--- src/rtl/fetch_pc_ctrl_pkg.sv ---
// rtl/fetch_pc_ctrl_pkg.sv - shared fetch definitions: state encoding, reset vector, PC step
package fetch_pc_ctrl_pkg;

  localparam int unsigned XLEN = 32;

  // Boot vector, shared with the exception logic.
  localparam logic [31:0] CPU_RESET_PC = 32'hbfc00000;

  localparam int unsigned PC_STEP = 4;

  typedef enum logic [1:0] {
    ST_BOOT = 2'd0,
    ST_REQ  = 2'd1,
    ST_WAIT = 2'd2,
    ST_HOLD = 2'd3
  } fetch_state_e;

endpackage

--- src/rtl/fetch_pc_ctrl_resp_buf.sv ---
// rtl/fetch_pc_ctrl_resp_buf.sv - holds one fetched {instruction, pc} while decode is stalled
module fetch_pc_ctrl_resp_buf
  import fetch_pc_ctrl_pkg::*;
#(
  parameter int WIDTH = XLEN
) (
  input  logic             clk,
  input  logic             resetn,
  input  logic             i_load,
  input  logic             i_clear,
  input  logic [WIDTH-1:0] i_data,
  input  logic [WIDTH-1:0] i_pc,
  output logic             o_valid,
  output logic [WIDTH-1:0] o_data,
  output logic [WIDTH-1:0] o_pc
);

  logic             r_valid;
  logic [WIDTH-1:0] r_data;
  logic [WIDTH-1:0] r_pc;

  // A load always wins: a new response can only arrive when the buffer is empty.
  always_ff @(posedge clk or negedge resetn) begin
    if (!resetn) begin
      r_valid <= 1'b0;
      r_data  <= '0;
      r_pc    <= '0;
    end else if (i_load) begin
      r_valid <= 1'b1;
      r_data  <= i_data;
      r_pc    <= i_pc;
    end else if (i_clear) begin
      r_valid <= 1'b0;
    end
  end

  assign o_valid = r_valid;
  assign o_data  = r_data;
  assign o_pc    = r_pc;

endmodule

--- src/rtl/fetch_pc_ctrl.sv ---
// rtl/fetch_pc_ctrl.sv - fetch sequencer: owns the PC, drives the split-handshake
// instruction bus and merges sequential, branch and exception redirects.
module fetch_pc_ctrl
  import fetch_pc_ctrl_pkg::*;
#(
  parameter int               WIDTH    = 32,
  parameter logic [WIDTH-1:0] RESET_PC = WIDTH'(CPU_RESET_PC)
) (
  input  logic             clk,
  input  logic             resetn,
  input  logic             stall_i,
  input  logic             br_redirect_i,
  input  logic [WIDTH-1:0] br_target_i,
  input  logic             exc_redirect_i,
  input  logic [WIDTH-1:0] exc_target_i,
  output logic             inst_req,
  output logic [WIDTH-1:0] inst_addr,
  input  logic             inst_addr_ok,
  input  logic             inst_data_ok,
  input  logic [WIDTH-1:0] inst_rdata,
  output logic             instr_valid_o,
  output logic [WIDTH-1:0] instr_o,
  output logic [WIDTH-1:0] instr_pc_o,
  output logic             fetch_busy_o,
  output logic [WIDTH-1:0] pc_o
);

  fetch_state_e     r_state;
  logic [WIDTH-1:0] r_pc;
  logic [WIDTH-1:0] r_req_pc;
  logic             r_discard;

  logic             w_redirect;
  logic [WIDTH-1:0] w_target;
  logic             w_deliver_now;
  logic             w_buf_load;
  logic             w_buf_clear;
  logic             w_buf_valid;
  logic [WIDTH-1:0] w_buf_data;
  logic [WIDTH-1:0] w_buf_pc;
  logic             w_hold_out;

  assign w_redirect = br_redirect_i | exc_redirect_i;
  assign w_target   = exc_redirect_i ? exc_target_i : br_target_i;

  // A live response either goes straight to decode or parks in the buffer.
  assign w_deliver_now = (r_state == ST_WAIT) & inst_data_ok & ~r_discard & ~stall_i & ~w_redirect;
  assign w_buf_load    = (r_state == ST_WAIT) & inst_data_ok & ~r_discard &  stall_i & ~w_redirect;
  assign w_buf_clear   = (r_state == ST_HOLD) & (w_redirect | ~stall_i);
  assign w_hold_out    = (r_state == ST_HOLD) & w_buf_valid & ~w_redirect;

  fetch_pc_ctrl_resp_buf #(
    .WIDTH(WIDTH)
  ) u_resp_buf (
    .clk     (clk),
    .resetn  (resetn),
    .i_load  (w_buf_load),
    .i_clear (w_buf_clear),
    .i_data  (inst_rdata),
    .i_pc    (r_req_pc),
    .o_valid (w_buf_valid),
    .o_data  (w_buf_data),
    .o_pc    (w_buf_pc)
  );

  always_ff @(posedge clk or negedge resetn) begin
    if (!resetn) begin
      r_state   <= ST_BOOT;
      r_pc      <= RESET_PC;
      r_req_pc  <= '0;
      r_discard <= 1'b0;
    end else begin
      case (r_state)
        ST_BOOT: begin
          if (w_redirect) r_pc <= w_target;
          r_state <= ST_REQ;
        end
        ST_REQ: begin
          if (inst_addr_ok) begin
            r_req_pc <= r_pc;
            r_state  <= ST_WAIT;
            // The old address is already on its way; its response must be dropped.
            if (w_redirect) begin
              r_discard <= 1'b1;
              r_pc      <= w_target;
            end
          end else if (w_redirect) begin
            r_pc <= w_target;
          end
        end
        ST_WAIT: begin
          if (inst_data_ok) begin
            r_state   <= ST_REQ;
            r_discard <= 1'b0;
            if (w_redirect) begin
              r_pc <= w_target;
            end else if (!r_discard) begin
              if (!stall_i) r_pc    <= r_req_pc + WIDTH'(PC_STEP);
              else          r_state <= ST_HOLD;
            end
          end else if (w_redirect) begin
            r_discard <= 1'b1;
            r_pc      <= w_target;
          end
        end
        ST_HOLD: begin
          if (w_redirect) begin
            r_pc    <= w_target;
            r_state <= ST_REQ;
          end else if (!stall_i) begin
            r_pc    <= w_buf_pc + WIDTH'(PC_STEP);
            r_state <= ST_REQ;
          end
        end
        default: r_state <= ST_BOOT;
      endcase
    end
  end

  always_comb begin
    instr_valid_o = 1'b0;
    instr_o       = '0;
    instr_pc_o    = '0;
    if (w_deliver_now) begin
      instr_valid_o = 1'b1;
      instr_o       = inst_rdata;
      instr_pc_o    = r_req_pc;
    end else if (w_hold_out) begin
      instr_valid_o = 1'b1;
      instr_o       = w_buf_data;
      instr_pc_o    = w_buf_pc;
    end
  end

  assign inst_req     = (r_state == ST_REQ);
  assign inst_addr    = r_pc;
  assign pc_o         = r_pc;
  assign fetch_busy_o = ~instr_valid_o;

endmodule

--- config.mk ---
export PLATFORM = sky130hd
export DESIGN_NAME = fetch_pc_ctrl
export DESIGN_NICKNAME = d
export VERILOG_FILES = /design/src/rtl/fetch_pc_ctrl_pkg.sv /design/src/rtl/fetch_pc_ctrl_resp_buf.sv /design/src/rtl/fetch_pc_ctrl.sv
export SDC_FILE = /design/constraint.sdc
export NUM_CORES = 1
export LEC_CHECK = 0
export CAP_MARGIN = 30
export CORE_MARGIN = 2
export CORE_UTILIZATION = 44
export CTS_CLUSTER_SIZE = 25
export DETAILED_ROUTE_END_ITERATION = 10
export PLACE_DENSITY = 0.78
export SKIP_LAST_GASP = 1
export SLEW_MARGIN = 20
export SYNTH_ARGS = -nofsm -noshare
export SYNTH_HDL_FRONTEND = slang
export SYNTH_SLANG_ARGS = --single-unit
--- constraint.sdc ---
create_clock -name clk -period 2.5 [get_ports clk]
set_input_delay 0.375 -clock clk [delete_from_list [all_inputs] [get_ports clk]]
set_output_delay 0.375 -clock clk [all_outputs]
set_load 0.005 [all_outputs]
Word-level counts from Yosys, hierarchy flattened
Index checks and enable logic that the tools add are counted.
- bits in registers: 132
- input port bits: 103
- output and inout port bits: 131
- word-level logic and storage cells: 69
- add/subtract/negate cells: 2
- eq/ne operators: 8
- mux-type cells: 29
- bitwise logic cells: 15
- reductions and logical operators: 8
- operator list (kind ; count):
    $mux 32 ; 12
    $pmux 32 s3 ; 1
    $add 32x3->32 const B ; 2
    $mux 2 ; 7
    $and 1x1->1 ; 9
    $ne 4x4->1 const B ; 2
    $pmux 2 s4 ; 1
    $mux 1 ; 7
    $reduce_and 3->1 ; 2
    $eq 2x2->1 const B ; 2
    $not 1->1 ; 4
    $reduce_and 2->1 ; 2
    $reduce_bool 2->1 ; 2
    $ne 3x3->1 const B ; 1
    $eq 2x1->1 const B ; 1
    $logic_not 2->1 ; 1
    $ne 2x1->1 const B ; 1
    $ne 2x2->1 const B ; 1
    $or 1x1->1 ; 2
    $pmux 1 s2 ; 1
    $reduce_or 2->1 ; 1

Depth between registers and ports, before layout
- word-level depth: 7
- gate-level depth with buffers: 11
- gate-level depth less buffers: 8

By module
From an unflattened synthesis, not the netlist that was laid out.
- cells, all modules: 782
- area, all modules: 8106.5 um^2
- modules (own cells, without submodules) (module ; instances ; cells each ; area each (um^2) ; seq. area each (um^2)):
    fetch_pc_ctrl ; 1 ; 644 ; 5491.5 ; 1687.9
    fetch_pc_ctrl_resp_buf ; 1 ; 138 ; 2615.0 ; 1626.6

Least setup slack after synthesis
OpenSTA, ideal clock, no wires.
- path type: flip-flop to output port
- start: register r_state[0]
- end: output port instr_o[0]
- arrival: 2006 ps
- required time: 2125 ps
- slack: 119 ps
- cell stages (with the launch flop): 11
- buffers on the path: 3
- path through: dfrtp_1 > inv_1 > ha_1 > nand2_2 > o21a_1 > buf_2 > nand2_2 > nor2_1 > buf_4 > buf_2 > a22o_1
- cells in the longest elaborated chain, start to end: 6
- elaborated cells between the ends (all ways): 10
- those cells by class: eq/ne (2); mux (2); bitwise (6)
- RTL lines (item ; RTL line ; source):
    start: declaration ; fetch_pc_ctrl.sv:28 ; fetch_state_e r_state;
    start signal: assignment ; fetch_pc_ctrl.sv:68 ; r_state <= ST_BOOT;
    start signal: assignment ; fetch_pc_ctrl.sv:76 ; r_state <= ST_REQ;
    start signal: assignment ; fetch_pc_ctrl.sv:81 ; r_state <= ST_WAIT;
    $eq 2x2->1 ; fetch_pc_ctrl.sv:47 ; assign w_deliver_now = (r_state == ST_WAIT) & inst_data_ok & ~r_discard & ~stall_i & ~w_redirect;
    $and 1x1->1 (4 in series) ; fetch_pc_ctrl.sv:47 ;
    $mux 32 * ; fetch_pc_ctrl.sv:124 ; if (w_deliver_now) begin
    end: declaration ; fetch_pc_ctrl.sv:22 ; output logic [WIDTH-1:0] instr_o,
Every way passes the cells marked *; elsewhere a longest branch is shown, timed or not.

Worst setup path after layout
- start: register r_state[0]
- end: output port instr_pc_o[31]
- cells in the longest elaborated chain, start to end: 6
- elaborated cells between the ends (all ways): 10
- those cells by class: eq/ne (2); mux (2); bitwise (6)
- RTL lines (item ; RTL line ; source):
    $eq 2x2->1 ; fetch_pc_ctrl.sv:47 ;
    $and 1x1->1 (4 in series) ; fetch_pc_ctrl.sv:47 ;
    $mux 32 * ; fetch_pc_ctrl.sv:124 ;
    end: declaration ; fetch_pc_ctrl.sv:23 ; output logic [WIDTH-1:0] instr_pc_o,
Marked as above.

==> metrics.csv <==
metric;value;unit
skew;0.00891;ns
vias_per_cell;6.06;
crit_chain;inv_1 -> ha_2 -> nand2_2 -> o21a_1 -> nand2_2 -> nor2_4 -> nor2_4 -> buf_12 -> a22o_1 -> dlygate4sd2_1;
syn_to_final_growth;44.4;%
yosysWarnings;0;
fmax;366;MHz
power_frac_seq;38.5;%
critPathKind;reg -> out;
grt_pass1_vias;7843;
combPwrFrac;33.4;%
tritoncts;yes;
synthArstFlopShare;100;%
root_buffer;clkbuf_16;
syn_area_per_cell;10.1;sq um
switching_share;34.2;%
r2r_cells;11;
cts_made_buffers;17;
clkLatencyLatePin;0.43;ns
setup_slack;-0.229;ns
ys_ff_latch;132;
power.internal;5810;uW
period_minus_slack;2.73;ns
cts_buffer_depth;2;
cp.depth;10;
p_sw;3030;uW
synth_top_area_share;38.4;%
place.gp.congestion;0.895;
syn_inst;792;
violations;negative setup slack;
clkSinkCount;132;
port_buffers;233;
drc;0;
placement_rows;49;
report.final.hold_viol_count;0;
die_w;139;um
route.vias.total;7882;
synth_edf_count;0;
drv_cap;0;
antenna_left;0;
rsz0062_at_grt;true;
finalNetCount;1167;
dp_hpwl;19200;um
synth_top_area_cell;dfrtp_1;
relSlewSlack;58.0;%
peakVddDrop;0.532;mV
drt-initial-drc-count;665;
drt-pass1-iter-count;5;
syn_nets;901;
total_power;8840;uW
endpoint_kind;primary output;
slowest_delay;0.40;ns
antenna_found_initial;0;
drive_gt1_share;29.2;%
clk_pin_slew;0.05;ns
maxSlewViolCount;0;
powerDensity;763;nW/um^2
cp.arrival;2.35;ns
synth_area;8020;sq um
holdPathStages;1;
start_util;44.8;%
die_area;19300;sq um
grt_use_total;28.2;%
worstPathMaxFanout;19;
worstPathRequired;2.12;ns
routed_wl;28000;um
cp_top_family;buffers and inverters;
critPathLaunchType;register;
leakage;0.00520;uW
grt_max_degree;66;
status;complete, but fails checks;
dp_worst_setup_slack;-0.395;ns
overflow;0;
core;17900;sq um
cts_max_level;4;
tightest_slew;0.631;ns
grt_pass1_wl;43100;um
finalCritPeriodShare;109;%
ys_types;60;
setup_violations;64;
critical-path-slowest-cell;dfrtp_1;
worst-path-buf-inv;3;
hp-class;reg -> reg;
fillCellCount;1486;
ios;234;
synthTopCellsByArea;dfrtp_1 38%, mux2_2 13%, a22o_1 7.3%;
p_clk_share;28.1;%
fp.dieH;139;um
synth-main-ff-cell;dfrtp_1;
antennaDiodeCount;0;
wire_per_inst;21.5;um
yosysSeqAreaShare;41.3;%
power by group through the flow:
stage	Clock, uW	Combinational (uW)	Sequential, uW
floorplan	0	1700	3150
global placement	0	2800	3370
detailed placement	0	2860	3390
CTS	2500	2910	3370
global route	2610	3170	3470
finish	2480	2950	3400
sequential cells by signal (all words and copies together), names as in the netlist:
name,cells
inst_addr,32
r_discard,1
r_req_pc,32
r_state,2
u_resp_buf.o_data,32
u_resp_buf.o_pc,32
u_resp_buf.o_valid,1
layer usage:
layer | share of wire, % | wire, um | track usage [%] | vias up
li1 | - | - | - | 3465
met1 | 41 | 11400 | 36.5 | 3908
met2 | 47 | 13200 | 45.4 | 418
met3 | 8.1 | 2270 | 5.42 | 91
met4 | 3.9 | 1080 | 14.0 | 0
met5 | 0 | 0 | 0 | -
synthesized netlist by cell type, types with 11 or more instances:
cell,number
mux2_2,94
nor2_1,42
nand2_1,58
buf_4,35
clkbuf_1,20
inv_1,15
a221oi_1,25
xnor2_1,28
nand3_1,24
nand4_1,20
buf_2,25
o21ai_0,32
dfrtp_1,123
a21oi_1,30
o22ai_1,11
a22o_1,67
xor2_1,24
logic make-up after synthesis:
logic type	count (synthesis)	synth area share [%]
compound gates	205	18.8
buf+inv	103	6.87
simple gates	199	13.1
mux	95	13.3
fa+ha+maj	6	0.936
xor+xnor	52	5.68
flops	132	41.3
path summary, 6_finish.rpt:
path | from | endpoint | slack (ns)
min | u_resp_buf.o_data[2] | u_resp_buf.o_data[2] | 0.50
max reg2reg | r_state[1] | inst_addr[29] | 0.20
max in group asynchronous | resetn | inst_addr[31] | 1.16
min in group asynchronous | resetn | u_resp_buf.o_pc[17] | 0.51
min reg2reg | u_resp_buf.o_data[2] | u_resp_buf.o_data[2] | 0.50
max | r_state[0] | instr_pc_o[31] | -0.23
placed cells by master (no fill, tap or decap), types with 7 or more instances in the layout:
cell type,instances
buf_4,71
dfstp_2,9
xor2_1,24
nand3_1,24
dlygate4sd2_1,7
buf_6,10
nand2_1,55
xnor2_1,28
buf_12,10
a21oi_1,30
nand4_1,20
and3_1,10
mux2_2,94
buf_2,34
o21ai_0,31
a221oi_1,25
clkbuf_2,18
inv_1,15
dfrtp_1,123
a22o_1,67
and4_1,8
clkdlybuf4s50_1,166
nor2_1,41
o22ai_1,11
clkbuf_16,21
a22oi_1,10
what timing repair did:
action	4_1_cts	5_1_grt
cloned	3	5
endpoints found under the setup margin	66	66
hold endpoints to repair	55	0
pin swaps	6	20
hold buffers	1	0
gates resized for setup	98	133
buffers inserted	12	9
final cells by class:
type                       instances  area, sq um  area share (%)
inverter                          16         60.1           0.519
tap                              229          287            2.47
clock buffer                      19          453            3.91
sequential                       132         3310            28.6
clock inverter                    13          134            1.16
multi-input combinational        557         4190            36.1
timing repair buffer             334         3150            27.2
per-stage QoR:
step	cells	hold slack, ns	utilization, %	setup TNS (ns)	area (sq um)
2_1_floorplan	792	0.0794	-	0	8020
3_3_place_gp	1242	0.414	60.4	-21.45	10800
3_5_place_dp	1242	0.413	60.4	-23.18	10800
4_1_cts	1288	0.495	64.6	-16.29	11600
5_1_grt	1300	0.510	64.7	-16.68	11600
6_report	1300	0.504	64.7	-10.89	11600
Power figures use the tool's default switching activity.
